==> src/rtl/alu_arith_seq.sv <==
// Multi-cycle WIDTH-bit add/subtract, one SLICE-bit chunk per clock, with Z/V/N/C flags.
// Optional compare outputs lt/ltu are enabled by defining ALU_ARITH_CMP_EN.
module alu_arith_seq #(
  parameter int WIDTH = 32,
  parameter int SLICE = 8
) (
  input  logic             clk,
  input  logic             rst_n,
  input  logic             in_valid,
  output logic             in_ready,
  input  logic [WIDTH-1:0] a,
  input  logic [WIDTH-1:0] b,
  input  logic             afn,
  output logic             out_valid,
  input  logic             out_ready,
  output logic [WIDTH-1:0] s,
  output logic             z,
  output logic             v,
  output logic             n,
  output logic             c
`ifdef ALU_ARITH_CMP_EN
  ,
  output logic             lt,
  output logic             ltu
`endif
);

  localparam int NSL  = WIDTH / SLICE;
  localparam int NSLA = (NSL > 0) ? NSL : 1;
  localparam int IW   = (NSLA > 1) ? $clog2(NSLA) : 1;
  localparam int MSB  = WIDTH - 1;
  localparam logic [IW-1:0] LAST = IW'(NSLA - 1);

  generate
    if (((WIDTH % SLICE) != 0) || (SLICE > WIDTH)) begin : g_bad_params
      $error("alu_arith_seq: WIDTH must be a multiple of SLICE and SLICE <= WIDTH");
    end
  endgenerate

  typedef enum logic [1:0] {
    IDLE = 2'd0,
    CALC = 2'd1,
    DONE = 2'd2
  } state_t;

  state_t state_reg, state_next;

  logic [WIDTH-1:0] a_reg;
  logic [WIDTH-1:0] xb_reg;
  logic [WIDTH-1:0] s_reg;
  logic             carry_reg;
  logic [IW-1:0]    idx_reg;
  logic             z_reg, v_reg, n_reg, c_reg;
`ifdef ALU_ARITH_CMP_EN
  logic             afn_reg;
  logic             lt_reg, ltu_reg;
`endif

  // Operands split into slices so the active chunk is a simple array select.
  logic [SLICE-1:0] a_sl  [NSLA];
  logic [SLICE-1:0] xb_sl [NSLA];

  generate
    for (genvar gi = 0; gi < NSLA; gi++) begin : g_slice
      assign a_sl[gi]  = a_reg[gi*SLICE +: SLICE];
      assign xb_sl[gi] = xb_reg[gi*SLICE +: SLICE];
    end
  endgenerate

  logic [SLICE:0]   slice_sum;
  logic [WIDTH-1:0] s_full;
  logic             last;
  logic             v_full;
  int               slice_base;

  assign last       = (idx_reg == LAST);
  assign slice_base = int'(idx_reg) * SLICE;
  assign slice_sum  = {1'b0, a_sl[idx_reg]} + {1'b0, xb_sl[idx_reg]}
                    + {{SLICE{1'b0}}, carry_reg};

  // Full result including the slice being written this cycle; the flags use it.
  always_comb begin
    s_full = s_reg;
    s_full[slice_base +: SLICE] = slice_sum[SLICE-1:0];
  end

  assign v_full = (a_reg[MSB] & xb_reg[MSB] & ~s_full[MSB])
                | (~a_reg[MSB] & ~xb_reg[MSB] & s_full[MSB]);

  always_ff @(posedge clk or negedge rst_n) begin
    if (!rst_n) begin
      state_reg <= IDLE;
    end else begin
      state_reg <= state_next;
    end
  end

  always_comb begin
    state_next = state_reg;
    case (state_reg)
      IDLE:    if (in_valid)  state_next = CALC;
      CALC:    if (last)      state_next = DONE;
      DONE:    if (out_ready) state_next = IDLE;
      default:                state_next = IDLE;
    endcase
  end

  always_ff @(posedge clk or negedge rst_n) begin
    if (!rst_n) begin
      a_reg     <= '0;
      xb_reg    <= '0;
      s_reg     <= '0;
      carry_reg <= 1'b0;
      idx_reg   <= '0;
      z_reg     <= 1'b0;
      v_reg     <= 1'b0;
      n_reg     <= 1'b0;
      c_reg     <= 1'b0;
`ifdef ALU_ARITH_CMP_EN
      afn_reg   <= 1'b0;
      lt_reg    <= 1'b0;
      ltu_reg   <= 1'b0;
`endif
    end else begin
      case (state_reg)
        IDLE: begin
          if (in_valid) begin
            a_reg     <= a;
            xb_reg    <= b ^ {WIDTH{afn}};
            carry_reg <= afn;
            idx_reg   <= '0;
`ifdef ALU_ARITH_CMP_EN
            afn_reg   <= afn;
`endif
          end
        end
        CALC: begin
          s_reg     <= s_full;
          carry_reg <= slice_sum[SLICE];
          idx_reg   <= idx_reg + IW'(1);
          if (last) begin
            z_reg <= (s_full == '0);
            n_reg <= s_full[MSB];
            c_reg <= slice_sum[SLICE];
            v_reg <= v_full;
`ifdef ALU_ARITH_CMP_EN
            lt_reg  <= afn_reg & (s_full[MSB] ^ v_full);
            ltu_reg <= afn_reg & ~slice_sum[SLICE];
`endif
          end
        end
        default: ;
      endcase
    end
  end

  assign in_ready  = (state_reg == IDLE);
  assign out_valid = (state_reg == DONE);
  assign s         = s_reg;
  assign z         = z_reg;
  assign v         = v_reg;
  assign n         = n_reg;
  assign c         = c_reg;
`ifdef ALU_ARITH_CMP_EN
  assign lt        = lt_reg;
  assign ltu       = ltu_reg;
`endif

endmodule
==> config.mk <==
export PLATFORM = sky130hd
export DESIGN_NAME = alu_arith_seq
export DESIGN_NICKNAME = d
export VERILOG_FILES = /design/src/rtl/alu_arith_seq.sv
export SDC_FILE = /design/constraint.sdc
export NUM_CORES = 1
export LEC_CHECK = 0
export ABC_AREA = 1
export BUFFER_PORTS_ARGS = -buffer_cell sky130_fd_sc_hd__clkbuf_2
export CAP_MARGIN = 20
export CORE_UTILIZATION = 35
export CTS_BUF_LIST = sky130_fd_sc_hd__clkbuf_4
export CTS_CLUSTER_DIAMETER = 30
export DETAILED_ROUTE_END_ITERATION = 10
export SYNTH_ARGS = -nofsm -noshare
export SYNTH_HDL_FRONTEND = slang
export SYNTH_SLANG_ARGS = --single-unit
==> constraint.sdc <==
create_clock -name clk -period 3.1 [get_ports clk]
set_clock_uncertainty 0.1 [all_clocks]
set_input_delay 0 -clock clk [delete_from_list [all_inputs] [get_ports clk]]
set_output_delay 0 -clock clk [all_outputs]
set_load 0.005 [all_outputs]
==> metrics.txt, run 1 <==
status complete, no violations; slew margin rel. between 30% and 40%; gr ovfl total 0; Layout area overhead 30.66%; number of port buffers around 110; number of synthesized flops with an enable pin 0; Synth Register Bits approximately 110; diode count 0; DR DRC count 0; synth unique cells 29; Synth area leader dfrtp_1; cell count after synthesis approximately 740; initial antenna violation count 0; Tcrit/Tclk final just over 90%; Clk Latency, worst-skew pair 0.48 ns; setup TNS 0 ns; Peak supply drop ~440 uV; die height 128.9 um; Req. time, crit path around 3.4 ns; Mean Syn Cell Area 7.612 um^2; CTS tree built; WL per Instance between 10 and 15 um; Synth Warn # 0; most common cell in the netlist nand2_1; pins over their slew limit 0; critical path class reg2reg; Reg2Reg Capture Point z$_DFFE_PN0P_; Die ar. about 17000 um^2; Period minus WS final roughly 2.9 ns; RSZ-0062 raised after global routing false; register area share after synthesis between 40% and 50%; CTS H-tree depth 3; clock tree buffer depth 2; I/O Pins 107; Fillers 1591; GRT Resource Usage Total about a fifth; CORE AREA around 16000 um^2; Worst R2R Path Depth 17; worst slew pin tran 0.9943 ns; DRT antenna net count 0; Final Util roughly 47%; worst r2r src idx_reg[0]$_DFFE_PN0P_; Routed WL ~16 mm; first-pass GRT wire length between 20 and 30 mm; Commonest cells post-synth nand2_1 (243), dfrtp_1 (105), o21ai_0 (99); Initial DRT Pass Iterations 5; pwr/cell area between 1000 and 1500 nW/um^2; Synth area leaders dfrtp_1 (47%), nand2_1 (16%), o21ai_0 (8.8%), xnor2_1 (5.0%), nor2_1 (4.8%); Primary FF master, synth dfrtp_1; arrival time worst endpoint ~3.2 ns; chip width approximately 130 um; Setup crit end z$_DFFE_PN0P_; area share of the largest cell type after synthesis 46.58%; max-cap violations 0; register-to-register setup slack between 0.2 and 0.25 ns; Mapped Area approximately 5600 um^2; WHS around 0.057 ns; routability congestion estimate slightly below 0.9; Root Driver clkbuf_4; Setup crit end kind flop; share of cells above drive strength 1 approximately 18%; FMAX roughly 350 MHz; # rows between 40 and 50; detailed router's first-iteration violation count 400; count of final hold-check violations 0; Mapped Nets a little over 800; LEAKAGE about 3.7 nW; via/cell ratio 4.720; Nets ~1000; critical path peak fanout 8; DP HPWL about 11 mm; CTS Buf Count 9; final-report setup violation count 0; Initial Util roughly 36%; CTS sink count 105; worst min path class in2async; vias in the first global route just over 5000; Worst Setup Start Kind flop; largest net degree at the start of global routing a little under 100; # Post-CTS Setup Buffers 0; clock slew at reported path FFs approximately 0.17 ns; Post-synth ARST share 100.0%; routed via count 5362; worst setup path start idx_reg[0]$_DFFE_PN0P_
worst max-delay path, cell delays in order (launching register included):
cell	delay, ns
dfrtp_2	0.48
inv_2	0.08
o21ai_0	0.15
o22ai_1	0.11
fa_1	0.45
fa_2	0.38
nand2_2	0.08
nand2_1	0.07
nand3_1	0.09
nand2_1	0.08
nand2_1	0.13
nand3_1	0.10
nor2_2	0.13
nand2_1	0.06
o21ai_0	0.11
nor2_1	0.09
nand3_1	0.07
nand2_1	0.05
cell families (layout without fill, tap and decap cells):
family          count (synthesis)  in the layout  share of synthesized area (%)
xor+xnor                       32             32                          4.969
flops                         105            105                          46.58
fa+ha+maj                      15             15                          3.594
buf+inv                        89            268                          6.078
compound gates                139            139                          13.20
simple gates                  361            361                          25.58
final cells by class:
| class | count | area [um^2] | share of cell area, % |
|---|---|---|---|
| well taps | 216 | 270.3 | 3.667 |
| inverters | 55 | 206.4 | 2.801 |
| multi-input cells | 547 | 2709 | 36.76 |
| clock inverters | 6 | 90.09 | 1.222 |
| clock buffers | 10 | 75.07 | 1.019 |
| repair buffers | 197 | 1389 | 18.85 |
| flip-flops and latches | 105 | 2630 | 35.69 |
metal layers:
| layer | up-vias | wire [um] | share of wire (%) | track usage [%] |
|---|---|---|---|---|
| li1 | 2740 | - | - | - |
| met1 | 2457 | 7790 | 49 | 27.80 |
| met2 | 150 | 7128 | 45 | 31.76 |
| met3 | 15 | 722 | 4.5 | 4.241 |
| met4 | 0 | 234 | 1.5 | 5.813 |
| met5 | - | 0 | 0 | 0 |
repair_timing:
action                     4_1_cts  5_1_grt
resized for setup                0       11
setup endpoints to repair        0        5
hold buffers                    66        0
hold endpoints to repair       132        0
power breakdown:
group / switching [mW] / leakage [nW] / internal (mW) / total [mW]
clock network: 0.478 / 0.0927 / 0.343 / 0.821
logic: 3.08 / 2.27 / 1.83 / 4.90
registers: 0.407 / 1.33 / 1.96 / 2.36
total: 3.96 / 3.70 / 4.12 / 8.09
cell usage in the layout (no fill, tap or decap), drive strengths merged:
cell type / Yosys / routed
nand2: 245 / 245
clkbuf: 26 / 115
dfrtp: 105 / 105
o21ai: 101 / 101
nor2: 73 / 73
dlygate4sd3: 0 / 66
inv: 53 / 55
xnor2: 32 / 32
nand3: 31 / 31
buf: 8 / 26
o22ai: 21 / 21
ha: 13 / 13
nand4: 10 / 10
a31oi: 7 / 7
a21oi: 6 / 6
clkinv: 2 / 4
bufinv: 0 / 2
fa: 2 / 2
or2: 1 / 1
nand3b: 1 / 1
a21boi: 1 / 1
o31ai: 1 / 1
o21bai: 1 / 1
o211ai: 1 / 1
through the flow:
stage                     std cells  cell area, um^2  setup slack (ns)  total power [mW]
after floorplan                 741             5640          0.003181             5.476
after CTS                      1136             7323           0.08417             8.009
after detailed placement       1054             6497            0.1389             7.103
after global routing           1136             7370           0.01182             8.855
after global placement         1054             6497            0.1481             7.072
final                          1136             7370            0.2048             8.089
how the worst min path moves through the flow:
stage / end / depth (start not counted) / from / slack (ns)
after detailed placement: s[13]$_DFFE_PN0P_ / 1 / rst_n / 0.08
after global placement: s[13]$_DFFE_PN0P_ / 1 / rst_n / 0.07
final: v$_DFFE_PN0P_ / 2 / rst_n / 0.06
after CTS: z$_DFFE_PN0P_ / 2 / rst_n / 0.05
after floorplan: a_reg[0]$_DFFE_PN0P_ / 0 / rst_n / -0.40
after global routing: a_reg[10]$_DFFE_PN0P_ / 4 / a[10] / 0.10
(Power assumes the default switching activity.)
==> run 2: changes to the inputs <==
--- a/config.mk
+++ b/config.mk
@@ -8,6 +8,7 @@
 export ABC_AREA = 1
 export BUFFER_PORTS_ARGS = -buffer_cell sky130_fd_sc_hd__clkbuf_2
 export CAP_MARGIN = 20
+export CORE_MARGIN = 10
 export CORE_UTILIZATION = 35
 export CTS_BUF_LIST = sky130_fd_sc_hd__clkbuf_4
 export CTS_CLUSTER_DIAMETER = 30
==> metrics.txt, run 2 (synthesis gave the netlist of run 1 again) <==
chip width 146.9 um (was 128.9 um); gr ovfl total 0 (unchanged); detailed router's first-iteration violation count 418 (was 400); FF/Latch Area 2629 um^2 (was 2630 um^2); max-cap violations 0 (unchanged); Period minus WS final 2.899 ns (was 2.895 ns); Setup crit end kind flop (unchanged); status complete, no violations (unchanged); clock tree buffer depth 2 (unchanged); DR DRC count 0 (unchanged); number of port buffers 106 (unchanged); Worst Setup Start Kind flop (unchanged); via/cell ratio 4.733 (was 4.720); pins over their slew limit 0 (unchanged); power share of the clock group 8.1% (was 10.1%); largest net degree at the start of global routing 98 (unchanged); area of the multi-input gates 2690 um^2 (was 2709 um^2); Clk Latency, worst-skew pair 0.50 ns (was 0.48 ns); arrival time worst endpoint 3.25 ns (was 3.20 ns); placed cell count 1048 (was 1054); pwr/cell area 1044 nW/um^2 (was 1098 nW/um^2); Req. time, crit path 3.45 ns (was 3.40 ns); WL per Instance 14.69 um (was 13.98 um); die height 146.9 um (was 128.9 um); Layout area overhead 34.01% (was 30.66%); LEAKAGE 3.704 nW (was 3.697 nW); cell area after layout 7559 um^2 (was 7370 um^2); critical path peak fanout 7 (was 8); vias in the first global route 5458 (was 5039); worst slew pin tran 0.9935 ns (was 0.9943 ns); Fillers 1565 (was 1591); Die ar. 21590 um^2 (was 16630 um^2); Net Sw Power 3.939 mW (was 3.965 mW); Initial DRT Pass Iterations 5 (unchanged); DP HPWL 12.35 mm (was 11.34 mm); register-to-register setup slack 0.20 ns (about the same); WHS 0.01108 ns (was 0.05668 ns); count of final hold-check violations 0 (unchanged); Cell Int Power 3.956 mW (was 4.124 mW); routed via count 5476 (was 5362); GRT Resource Usage Total 16.06% (was 20.12%); final-report setup violation count 0 (unchanged); Net Sw Frac 49.89% (was 49.01%); share of cells above drive strength 1 16.79% (was 18.04%); clock slew at reported path FFs 0.16 ns (was 0.17 ns); DRT antenna net count 0 (unchanged); Peak supply drop 570.7 uV (was 435.1 uV); CTS tree built (unchanged); Nets 1020 (was 999); area post-placement 6465 um^2 (was 6497 um^2); FMAX 344.9 MHz (was 345.4 MHz); worst min path class in2reg (was in2async); Seq pwr share 30.1% (was 29.2%); CTS sink count 105 (unchanged); critical path class reg2reg (unchanged); CTS H-tree depth 3 (unchanged); # rows 46 (unchanged); slew margin rel. 33.76% (was 33.72%); CTS Buf Count 9 (unchanged); Routed WL 17.00 mm (was 15.88 mm); commonest non-fill, non-tap cells in the layout nand2_1 (242), clkbuf_2 (105), dfrtp_1 (104), o21ai_0 (95), dlygate4sd3_1 (92) (was nand2_1 (242), clkbuf_2 (105), dfrtp_1 (103), o21ai_0 (99), nor2_1 (72)); CORE AREA 15830 um^2 (unchanged); diode count 0 (unchanged); Tcrit/Tclk final 93.53% (was 93.39%); Root Driver clkbuf_4 (unchanged); most common cell after layout, fill and taps aside nand2_1 (unchanged); Initial Util 35.64% (unchanged); initial antenna violation count 0 (unchanged); I/O Pins 107 (unchanged); combinational power share 61.7% (was 60.6%); routability congestion estimate 0.9228 (was 0.8795); Non-Filler Instances 1157 (was 1136); first-pass GRT wire length 28.49 mm (was 25.65 mm)
[run 2: power by group through the flow]
stage | registers [mW] | logic (mW) | clock network, mW
5_1_grt | 2.45 | 5.56 | 0.723
6_report | 2.38 | 4.87 | 0.643
4_1_cts | 2.37 | 4.78 | 0.663
3_5_place_dp | 2.40 | 4.61 | 0
3_3_place_gp | 2.39 | 4.60 | 0
2_1_floorplan | 2.27 | 3.21 | 0
[run 2: what timing repair did]
item / CTS / global route
setup buffers: 0 / 0
endpoints found under the setup margin: 0 / 6
hold endpoints to repair: 170 / 0
resized for setup: 0 / 15
hold buffers: 93 / 0
[run 2: metrics by stage]
step | total power [mW] | setup TNS (ns) | worst slack (ns) | utilization [%]
after floorplan | 5.476 | 0 | 0.003181 | -
after global placement | 6.996 | 0 | 0.1828 | 40.85
after detailed placement | 7.002 | 0 | 0.1268 | 40.85
after CTS | 7.814 | 0 | 0.09206 | 47.55
after global routing | 8.731 | -0.006393 | -0.006393 | 47.75
final | 7.895 | 0 | 0.2007 | 47.75
[run 2: area by class of cell]
cell class,instances,area share (%)
clock inverters,7,0.5959
multi-input cells,547,35.59
repair buffers,218,21.80
flip-flops and latches,105,34.78
clock buffers,9,0.8939
well taps,216,3.576
inverters,55,2.764
[run 2: metal layers]
layer | vias to the layer above | track usage [%] | routed length [um] | part of all wire, %
met5 | - | 0 | 0 | 0
met4 | 0 | 3.667 | 208 | 1.2
met3 | 17 | 4.269 | 1033 | 6.1
met2 | 180 | 24.98 | 7826 | 46
met1 | 2493 | 21.84 | 7929 | 47
li1 | 2786 | - | - | -
[run 2: critical path, cell delays in order (launching register included)]
cell and delay, ns:
dfrtp_2 0.50, o21ai_0 0.22, o22ai_1 0.14, fa_2 0.38
fa_2 0.38, nand2_2 0.09, nand2_1 0.07, nand3_1 0.08
nand3_1 0.13, nand3_1 0.13, nor2_2 0.07, a21boi_2 0.16
nand2_1 0.07, nor2_1 0.16, nand3_1 0.10, nand2_1 0.06
[run 2: final timing paths]
| check | from | to | cells after the start |
|---|---|---|---|
| max in group asynchronous | rst_n | idx_reg[0]$_DFFE_PN0P_ | 4 |
| hold reg to reg | c$_DFFE_PN0P_ | c$_DFFE_PN0P_ | 2 |
| setup / recovery | idx_reg[0]$_DFFE_PN0P_ | z$_DFFE_PN0P_ | 15 |
| min in group asynchronous | rst_n | a_reg[28]$_DFFE_PN0P_ | 4 |
| setup reg to reg | idx_reg[0]$_DFFE_PN0P_ | z$_DFFE_PN0P_ | 15 |
| hold / removal | in_valid | a_reg[22]$_DFFE_PN0P_ | 6 |
